## src/rtl/apb3_requester.sv

```systemverilog
// apb3_requester
//   Converts a valid/ready command stream into single APB3 read/write
//   transfers, one in flight at a time, and returns each result on a
//   valid/ready response stream. Transfers whose completer never asserts
//   pready are aborted after TIMEOUT_CYCLES ACCESS cycles (0 = never).
//
// Ports
//   clk, rst                       clock; asynchronous active-low reset
//   cmd_valid/cmd_ready            command handshake
//   cmd_write, cmd_addr, cmd_wdata command fields
//   rsp_valid/rsp_ready            response handshake
//   rsp_rdata, rsp_err, rsp_timeout response fields
//   psel, penable, pwrite, paddr, pwdata, prdata, pready, pslverr
//                                  APB3 requester-side bus
module apb3_requester #(
  parameter int unsigned ADDR_WIDTH     = 32,
  parameter int unsigned DATA_WIDTH     = 32,
  parameter int unsigned TIMEOUT_CYCLES = 256
) (
  input  logic                  clk,
  input  logic                  rst,
  input  logic                  cmd_valid,
  output logic                  cmd_ready,
  input  logic                  cmd_write,
  input  logic [ADDR_WIDTH-1:0] cmd_addr,
  input  logic [DATA_WIDTH-1:0] cmd_wdata,
  output logic                  rsp_valid,
  input  logic                  rsp_ready,
  output logic [DATA_WIDTH-1:0] rsp_rdata,
  output logic                  rsp_err,
  output logic                  rsp_timeout,
  output logic                  psel,
  output logic                  penable,
  output logic                  pwrite,
  output logic [ADDR_WIDTH-1:0] paddr,
  output logic [DATA_WIDTH-1:0] pwdata,
  input  logic [DATA_WIDTH-1:0] prdata,
  input  logic                  pready,
  input  logic                  pslverr
);

  localparam int unsigned CW_RAW = $clog2(TIMEOUT_CYCLES + 1);
  localparam int unsigned CW     = (CW_RAW < 1) ? 1 : CW_RAW;
  localparam logic [CW-1:0] CNT_MAX = '1;
  localparam logic [CW-1:0] TO_LAST =
    (TIMEOUT_CYCLES == 0) ? '0 : CW'(TIMEOUT_CYCLES - 1);

  typedef enum logic [1:0] {
    IDLE,
    SETUP,
    ACCESS,
    RESP
  } state_t;

  state_t                state_q, state_d;
  logic [CW-1:0]         cnt_q, cnt_d;
  logic                  psel_q, psel_d;
  logic                  penable_q, penable_d;
  logic                  pwrite_q, pwrite_d;
  logic [ADDR_WIDTH-1:0] paddr_q, paddr_d;
  logic [DATA_WIDTH-1:0] pwdata_q, pwdata_d;
  logic                  rsp_valid_q, rsp_valid_d;
  logic [DATA_WIDTH-1:0] rsp_rdata_q, rsp_rdata_d;
  logic                  rsp_err_q, rsp_err_d;
  logic                  rsp_timeout_q, rsp_timeout_d;

  always_comb begin
    state_d       = state_q;
    cnt_d         = cnt_q;
    pwrite_d      = pwrite_q;
    paddr_d       = paddr_q;
    pwdata_d      = pwdata_q;
    rsp_rdata_d   = rsp_rdata_q;
    rsp_err_d     = rsp_err_q;
    rsp_timeout_d = rsp_timeout_q;

    unique case (state_q)
      IDLE: begin
        if (cmd_valid) begin
          state_d  = SETUP;
          pwrite_d = cmd_write;
          paddr_d  = cmd_addr;
          pwdata_d = cmd_write ? cmd_wdata : '0;
        end
      end
      SETUP: begin
        state_d = ACCESS;
        cnt_d   = '0;
      end
      ACCESS: begin
        // pready is tested first so a completion on the last allowed
        // cycle beats the timeout.
        if (pready) begin
          state_d       = RESP;
          rsp_rdata_d   = pwrite_q ? '0 : prdata;
          rsp_err_d     = pslverr;
          rsp_timeout_d = 1'b0;
        end else if ((TIMEOUT_CYCLES != 0) && (cnt_q == TO_LAST)) begin
          state_d       = RESP;
          rsp_rdata_d   = '0;
          rsp_err_d     = 1'b1;
          rsp_timeout_d = 1'b1;
        end else if (cnt_q != CNT_MAX) begin
          cnt_d = cnt_q + 1'b1;
        end
      end
      RESP: begin
        if (rsp_ready) begin
          state_d = IDLE;
        end
      end
      default: state_d = IDLE;
    endcase

    // Bus and response strobes are registered copies of the next state.
    psel_d      = (state_d == SETUP) || (state_d == ACCESS);
    penable_d   = (state_d == ACCESS);
    rsp_valid_d = (state_d == RESP);
  end

  always_ff @(posedge clk or negedge rst) begin
    if (!rst) begin
      state_q       <= IDLE;
      cnt_q         <= '0;
      psel_q        <= 1'b0;
      penable_q     <= 1'b0;
      pwrite_q      <= 1'b0;
      paddr_q       <= '0;
      pwdata_q      <= '0;
      rsp_valid_q   <= 1'b0;
      rsp_rdata_q   <= '0;
      rsp_err_q     <= 1'b0;
      rsp_timeout_q <= 1'b0;
    end else begin
      state_q       <= state_d;
      cnt_q         <= cnt_d;
      psel_q        <= psel_d;
      penable_q     <= penable_d;
      pwrite_q      <= pwrite_d;
      paddr_q       <= paddr_d;
      pwdata_q      <= pwdata_d;
      rsp_valid_q   <= rsp_valid_d;
      rsp_rdata_q   <= rsp_rdata_d;
      rsp_err_q     <= rsp_err_d;
      rsp_timeout_q <= rsp_timeout_d;
    end
  end

  assign cmd_ready   = rst && (state_q == IDLE);
  assign psel        = psel_q;
  assign penable     = penable_q;
  assign pwrite      = pwrite_q;
  assign paddr       = paddr_q;
  assign pwdata      = pwdata_q;
  assign rsp_valid   = rsp_valid_q;
  assign rsp_rdata   = rsp_rdata_q;
  assign rsp_err     = rsp_err_q;
  assign rsp_timeout = rsp_timeout_q;

endmodule

```

## config.mk

```make
export PLATFORM = sky130hd
export DESIGN_NAME = apb3_requester
export DESIGN_NICKNAME = d
export VERILOG_FILES = /design/src/rtl/apb3_requester.sv
export SDC_FILE = /design/constraint.sdc
export NUM_CORES = 1
export LEC_CHECK = 0
export CORE_ASPECT_RATIO = 0.75
export CORE_MARGIN = 2
export CORE_UTILIZATION = 44
export CTS_CLUSTER_DIAMETER = 120
export DETAILED_ROUTE_END_ITERATION = 10
export PLACE_DENSITY = 0.93
export SLEW_MARGIN = 0
export SYNTH_ARGS = -nofsm -noshare
export SYNTH_HDL_FRONTEND = slang
export SYNTH_SLANG_ARGS = --single-unit
```

## constraint.sdc

```tcl
create_clock -name clk -period 6.7 [get_ports clk]
set_input_delay 1.675 -clock clk [delete_from_list [all_inputs] [get_ports clk]]
set_output_delay 1.675 -clock clk [all_outputs]
set_load 0.03 [all_outputs]
```

# Yosys cells after proc, flatten, opt, wreduce, memory -nomap -nowiden
# Cells that the tools add are included.
# word_totals
register_bits,113
latchBits,0
mem_bits_rw,0
rom_bits,0
out_inout_bits,103
wordCells,47
n_memories,0
# op_classes
addsub,1
n_mul,0
div_mod_pow,0
n_lt_le_gt_ge,0
n_eq_ne,11
shifts,0
mux,16
n_bitwise,0
n_reduce_logical,8
# op_table
op,n
32-bit two-way mux,4
9-bit two-way mux,3
9-bit one-hot mux with 2 select lines,1
9-bit by 1-bit adder with 9-bit output (second input constant),1
9-bit by 8-bit == test with 1-bit output (second input constant),1
9-bit != test (second input constant),1
2-bit == test (second input constant),4
2-bit two-way mux,4
2-bit one-hot mux with 4 select lines,1
2-bit != test (second input constant),3
2-bit by 1-bit == test with 1-bit output (second input constant),2
2-bit AND reduction,2
4-bit AND reduction,1
2-bit nonzero test,2
1-bit two-way mux,3
2-bit zero test,1
1-bit logical AND,1
1-bit logical OR,1

# Depth between registers and ports, before layout
# Gate-level depths: netlist of run 1.
# logic_depth
depth_word,6
depth_mapped,9

# Worst setup path before layout of run 1
# OpenSTA, ideal clock, no wires.
# synth_timing
path_type,input port to output port
from,in rst
to,out cmd_ready
arrival_time_ns,1.951
slack_ns,3.074
path_stages,1
n_path_buf,0
path_cell_list,and2_1
# synth_between
elab_chain_cells,1
# synth_lines
item,line,text
from (decl),21,"input logic rst,"
1-bit logical AND,149,assign cmd_ready = rst && (state_q == IDLE);
to (decl),23,"output logic cmd_ready,"
# No other way between the ends.

# Final worst setup path of run 1
# Ends and elaborated chain as after synthesis.

==> reports/metrics.cfg, run 1 <==
[outcome]
status=finished, final reports clean

[timing]
rsz0062_at_grt=false
skew_ps=7.308
maxSlewViolCount=0
timing.final.hold_violations=0
setup_ws_ps=2106
finalSetupViolations=0
setup-tns-final_ps=0
finalCriticalPeriod_ps=4594
worst_pin_slew_ps=1260
relSlewSlack_pct=15.92
fmax_mhz=217.7
period_share_pct=68.57

[clock_tree]
ctsResizeCount=0
clk_latency_ps=400
cts_hold_buf=0
numCtsBuffers=17
cts_tree=yes
cts_buffer_depth=2
root_buffer=clkbuf_16
clkTransAtPathRegs_ps=50
post-cts-setup-buffers=0
clock_sink_count=113
htree_levels=4

[floorplan]
std_cell_rows=31
die_area_um2=10850
die_h_um=90.70
die_x_um=119.6
initial_core_util_pct=45.47
coreArea_um2=9697
ios=206

[yosys]
syn_inst=362
synth_nets=470
seq_area_frac_synth_pct=64.13
syn-cell-area_um2=4409
ys_seq_elements=113
synth_cell_types=35
synth.avg_cell_area_um2=12.18
yosys_warnings=0

[final_layout]
final_cell_mix=clkdlybuf4s50_1 (204), dfrtp_1 (113), nand2_1 (71)
area_growth_pct=62.26
fin_util_pct=73.78
finalNonFillerCells=710
fin_nets=673
mostFrequentLayoutCell=clkdlybuf4s50_1
fill_cells=652
layout-drive-gt1-share_pct=12.46
finish.instance_area_um2=7154
antenna_cells=0

[placement]
port_buffers=205
pre_cts_slack_ps=2070
dpl_cell_area_um2=6549
gp_congestion=0.7833
dp_cells=678
hpwl_um=8269

[detailed_routing]
first_pass_iters=4
antenna_left=0
vias_per_cell=5.113
num_vias=3630
post_drt_wl_per_cell_um=17.01
drt_iter0_drc=211
wl_um=12080
drc=0

[power]
peakVddDrop_mv=0.2925
power.density_nw_per_um2=503.4
power_leakage_nw=3.118

[worst_setup_path]
arrival_ps=2920
reg2reg_slack_ps=4380
path_max_fanout=34
critPathRequiredTime_ps=5030
cp-end-kind=output pin
setup.worst_path.class=in2out
cp-start-kind=primary input

[global_route]
grt_pass1_wl_um=19550
antenna_found_initial=0
grt-ovfl-total=0
grt_max_degree=100
grt_pass1_vias=3810
grt_use_total_pct=23.34

[run]
drv_cap=0

[min_path]
hold_path.class=reg2reg

metal layers:
metal | part of all wire (%) | track usage [%] | vias up
li1 | - | - | 1666
met4 | 1.9 | 8.431 | 0
met1 | 39 | 26.64 | 1813
met2 | 52 | 40.33 | 131
met5 | 0 | 0 | -
met3 | 6.9 | 8.460 | 20
per-stage QoR:
step | hold slack [ps] | total power, mW
3_5_place_dp | 469.7 | 2.693
2_1_floorplan | 497.8 | 1.990
5_1_grt | 509.0 | 3.771
4_1_cts | 481.9 | 3.628
6_report | 477.0 | 3.602
3_3_place_gp | 462.5 | 2.638
worst max-delay path, cell delays in order:
cell	delay, ps
buf_4	350
and2_1	210
clkdlybuf4s50_1	680
logic make-up after synthesis:
| kind of cell | after synthesis | share of synthesized area [%] |
|---|---|---|
| buffers and inverters | 29 | 2.752 |
| flip-flops | 113 | 64.13 |
| AND/OR/NAND/NOR | 98 | 10.16 |
| adder cells (fa/ha/maj) | 5 | 1.419 |
| multiplexers | 37 | 9.336 |
| AO/OA/AOI/OAI | 80 | 12.20 |
layout make-up:
type	count	area [um2]	share of cell area, %
sequential	113	2828	39.52
timing repair buffer	207	2064	28.86
tap	132	165.2	2.308
multi-input combinational	220	1469	20.53
clock inverter	11	135.1	1.889
inverter	6	22.52	0.3148
clock buffer	21	470.5	6.576
path summary, 6_finish.rpt:
kind / from / end / cells after the start
setup / recovery: rst / cmd_ready / 3
hold / removal: pwdata[12] / pwdata[12] / 2
setup reg to reg: cnt_q[0] / cnt_q[6] / 7
hold reg to reg: pwdata[12] / pwdata[12] / 2
max in group asynchronous: rst / rsp_rdata[6] / 2
min in group asynchronous: rst / pwdata[10] / 1
flip-flops by register name (all words and copies together) (netlist names), 2 cells and up:
signal	cells
paddr	32
pwdata	32
state_q	2
cnt_q	9
rsp_rdata	32
synthesized netlist by cell type:
cell type / number / area [um2]
dfrtp_1: 113 / 2828
nand2_1: 71 / 266.5
mux2_2: 33 / 371.6
o21ai_0: 33 / 165.2
a22o_1: 32 / 280.3
clkbuf_1: 19 / 71.32
a21oi_1: 8 / 40.04
inv_1: 6 / 22.52
ha_1: 5 / 62.56
nor2_1: 5 / 18.77
mux2i_1: 4 / 40.04
o31ai_1: 4 / 30.03
or4_1: 4 / 30.03
nand2b_1: 2 / 12.51
nand3b_1: 2 / 15.01
or3b_2: 2 / 17.52
and2_1: 1 / 6.260
and2b_1: 1 / 7.510
and3_1: 1 / 6.260
buf_1: 1 / 3.750
buf_2: 1 / 5.000
buf_4: 1 / 7.510
buf_6: 1 / 11.26
nand3_1: 1 / 5.000
nand4_1: 1 / 6.260
nand4bb_1: 1 / 11.26
nor2b_1: 1 / 6.260
nor3_1: 1 / 5.000
nor4_1: 1 / 6.260
o211a_1: 1 / 10.01
o211ai_1: 1 / 7.510
o21ai_1: 1 / 5.000
or2b_1: 1 / 7.510
or3_1: 1 / 6.260
or4b_4: 1 / 13.76
power breakdown:
group / leakage, nW / switching [mW] / total [mW] / internal, mW
Sequential: 1.43 / 0.166 / 1.12 / 0.954
Clock: 0.298 / 0.302 / 0.912 / 0.610
Combinational: 1.39 / 0.877 / 1.57 / 0.693
Note: power is estimated with default switching activity, not from simulation.
==> run 2: changes to the inputs <==
- CORE_UTILIZATION: 44 -> 37
- PLACE_DENSITY: 0.93 -> 0.84
- clock period: 6.7 -> 4.1 ns (I/O delays scaled with it)
==> run 2 against run 1 <==
  * Clock skew about the same
  * Count of clock-buffer cells in the layout did not move
  * Cell count increased by 4.5%
  * Sequential power up 63%
  * Register-to-register slack lost 2600 ps
  * Global-route usage decreased by 4.5 points
  * Setup slack got worse by 970 ps
  * Critical path type is now reg2out
  * Largest power group unchanged
==> reports/metrics.cfg, run 2 (same netlist as run 1, synthesis figures left out) <==
[outcome]
status=finished, final reports clean

[worst_setup_path]
r2r_cells=7  ; unchanged
reg2reg_slack_ps=1770  ; -2610 ps
max_stage_delay_ps=690  ; about the same
r2r_end=cnt_q[6]
worstPathCellList=nor2_1 > and2_1 > clkdlybuf4s50_1
setup.worst_path.class=reg2out
critPathRequiredTime_ps=3070  ; -1960 ps
worst_path_dominant_cell_family=buffers and inverters
cp-end-kind=output pin
slowest_stage=clkdlybuf4s50_1
path_max_fanout=10  ; -71%
arrival_ps=1940  ; -980 ps
path_buf_inv=1  ; -1
cp-start-kind=flip-flop
r2r-start=cnt_q[0]

[floorplan]
coreArea_um2=11610  ; +20%
die_h_um=98.54  ; +8.6%
die_x_um=130.1  ; +8.7%
initial_core_util_pct=37.97  ; -7.5 points
die_area_um2=12820  ; +18%
ios=206  ; unchanged
std_cell_rows=34  ; +9.7%

[global_route]
busiest_layer=met2
grt_use_total_pct=18.85  ; -4.5 points
grt_pass1_wl_um=18690  ; -4.4%
grt_pass1_vias=3697  ; -3.0%
grtUsageMet1_pct=22.80  ; -3.8 points
antenna_found_initial=0  ; unchanged
grt-ovfl-total=0  ; unchanged
grt_max_degree=100  ; unchanged
grtUsageMet3_pct=7.383  ; -1.1 points
gr-usage-met2_pct=30.69  ; -9.6 points

[clock_tree]
cts_tree=yes
cts_hold_buf=0  ; unchanged
ctsResizeCount=0  ; unchanged
clk_latency_ps=400  ; about the same
cts_buffer_depth=2  ; unchanged
post-cts-setup-buffers=0  ; unchanged
root_buffer=clkbuf_16
clock_sink_count=113  ; unchanged
htree_levels=4  ; unchanged
numCtsBuffers=17  ; unchanged
clkTransAtPathRegs_ps=50  ; about the same

[final_layout]
area_growth_pct=63.34
antenna_cells=0  ; unchanged
layout-drive-gt1-share_pct=12.76  ; +0.30 points
fin_util_pct=62.01  ; -12 points
final_cell_mix=clkdlybuf4s50_1 (204), dfrtp_1 (113), nand2_1 (71)
fin_nets=676  ; +0.45%
mostFrequentLayoutCell=clkdlybuf4s50_1

[detailed_routing]
vias_per_cell=4.752  ; -7.1%
first_pass_iters=4  ; unchanged
drc=0  ; unchanged
num_vias=3526  ; -2.9%
antenna_left=0  ; unchanged
wl_um=11550  ; -4.4%
drt_iter0_drc=223  ; +5.7%
post_drt_wl_per_cell_um=15.56  ; -8.5%

[min_path]
worstHoldStart=pwdata[26]
whs_endpoint=pwdata[26]
hold_path.class=reg2reg
min_path_cells=2  ; unchanged

[timing]
timing.final.hold_violations=0  ; unchanged
fmax_mhz=337.8
setup-tns-final_ps=0  ; unchanged
relSlewSlack_pct=19.71  ; +3.8 points
finalSetupViolations=0  ; unchanged
skew_ps=7.095  ; -0.2132 ps
finalCriticalPeriod_ps=2961
worst_pin_slew_ps=1201  ; -59.24 ps
rsz0062_at_grt=false
maxSlewViolCount=0  ; unchanged
period_share_pct=72.21

[placement]
port_buffers=205  ; unchanged
hpwl_um=8241  ; -0.34%
gp_congestion=0.7585  ; -3.2%

[power]
peakVddDrop_mv=0.4138  ; +41%
power.density_nw_per_um2=805.8  ; +60%
power_leakage_nw=3.116  ; about the same

[run]
drv_cap=0  ; unchanged

## run 2: changes by cell type in the layout (fill, tap and decap cells not counted)
cell / before / now
clkinv_2: 6 / 4
bufinv_16: 3 / 2
buf_12: 0 / 1
clkinvlp_4: 2 / 4
buf_4: 3 / 5
## run 2: layout make-up
type,instances,area [um2]
Clock buffer,21,470.5
Clock inverter,10,110.1
Fill cell,939,4412
Inverter,6,22.52
Multi-Input combinational cell,220,1469
Sequential cell,113,2828
Tap cell,162,202.7
Timing Repair Buffer,210,2100
## run 2: worst max path at each step
stage	cells after the start	to	from
floorplan	6	psel	cmd_valid
global placement	3	cmd_ready	rst
detailed placement	3	cmd_ready	rst
CTS	3	cmd_ready	state_q[1]
global route	3	cmd_ready	state_q[1]
finish	3	cmd_ready	state_q[1]
## run 2: power breakdown
part | internal [mW] | switching, mW | total [mW]
registers | 1.56 | 0.264 | 1.82
clock network | 0.933 | 0.493 | 1.43
logic | 1.14 | 1.41 | 2.56
## run 2: metal layers
| metal | wire length, um | part of all wire [%] | vias up |
|---|---|---|---|
| met3 | 920 | 8.0 | 13 |
| met2 | 5735 | 50 | 119 |
| met5 | 0 | 0 | - |
| met1 | 4756 | 41 | 1719 |
| met4 | 137 | 1.2 | 0 |
| li1 | - | - | 1675 |
## run 2: worst register-to-register path: cells and delay by family, from the launching register on
kind	cells	cell delay (ps)
DFF	1	430
AOI/OAI and AO/OA	1	170
adders and majority gates	2	470
and+or+nand+nor	4	1190
## run 2: through the flow
step / cell area, um2 / setup WS (ps) / std cells / hold slack (ps) / power (mW)
after detailed placement: 6621 / 1148 / 711 / 470.8 / 4.405
after floorplan: 4409 / 1733 / 362 / 497.8 / 3.252
after CTS: 7202 / 1104 / 742 / 481.8 / 5.867
after global routing: 7202 / 1062 / 742 / 509.1 / 6.092
after global placement: 6621 / 1140 / 711 / 463.5 / 4.335
final: 7202 / 1139 / 742 / 474.8 / 5.803
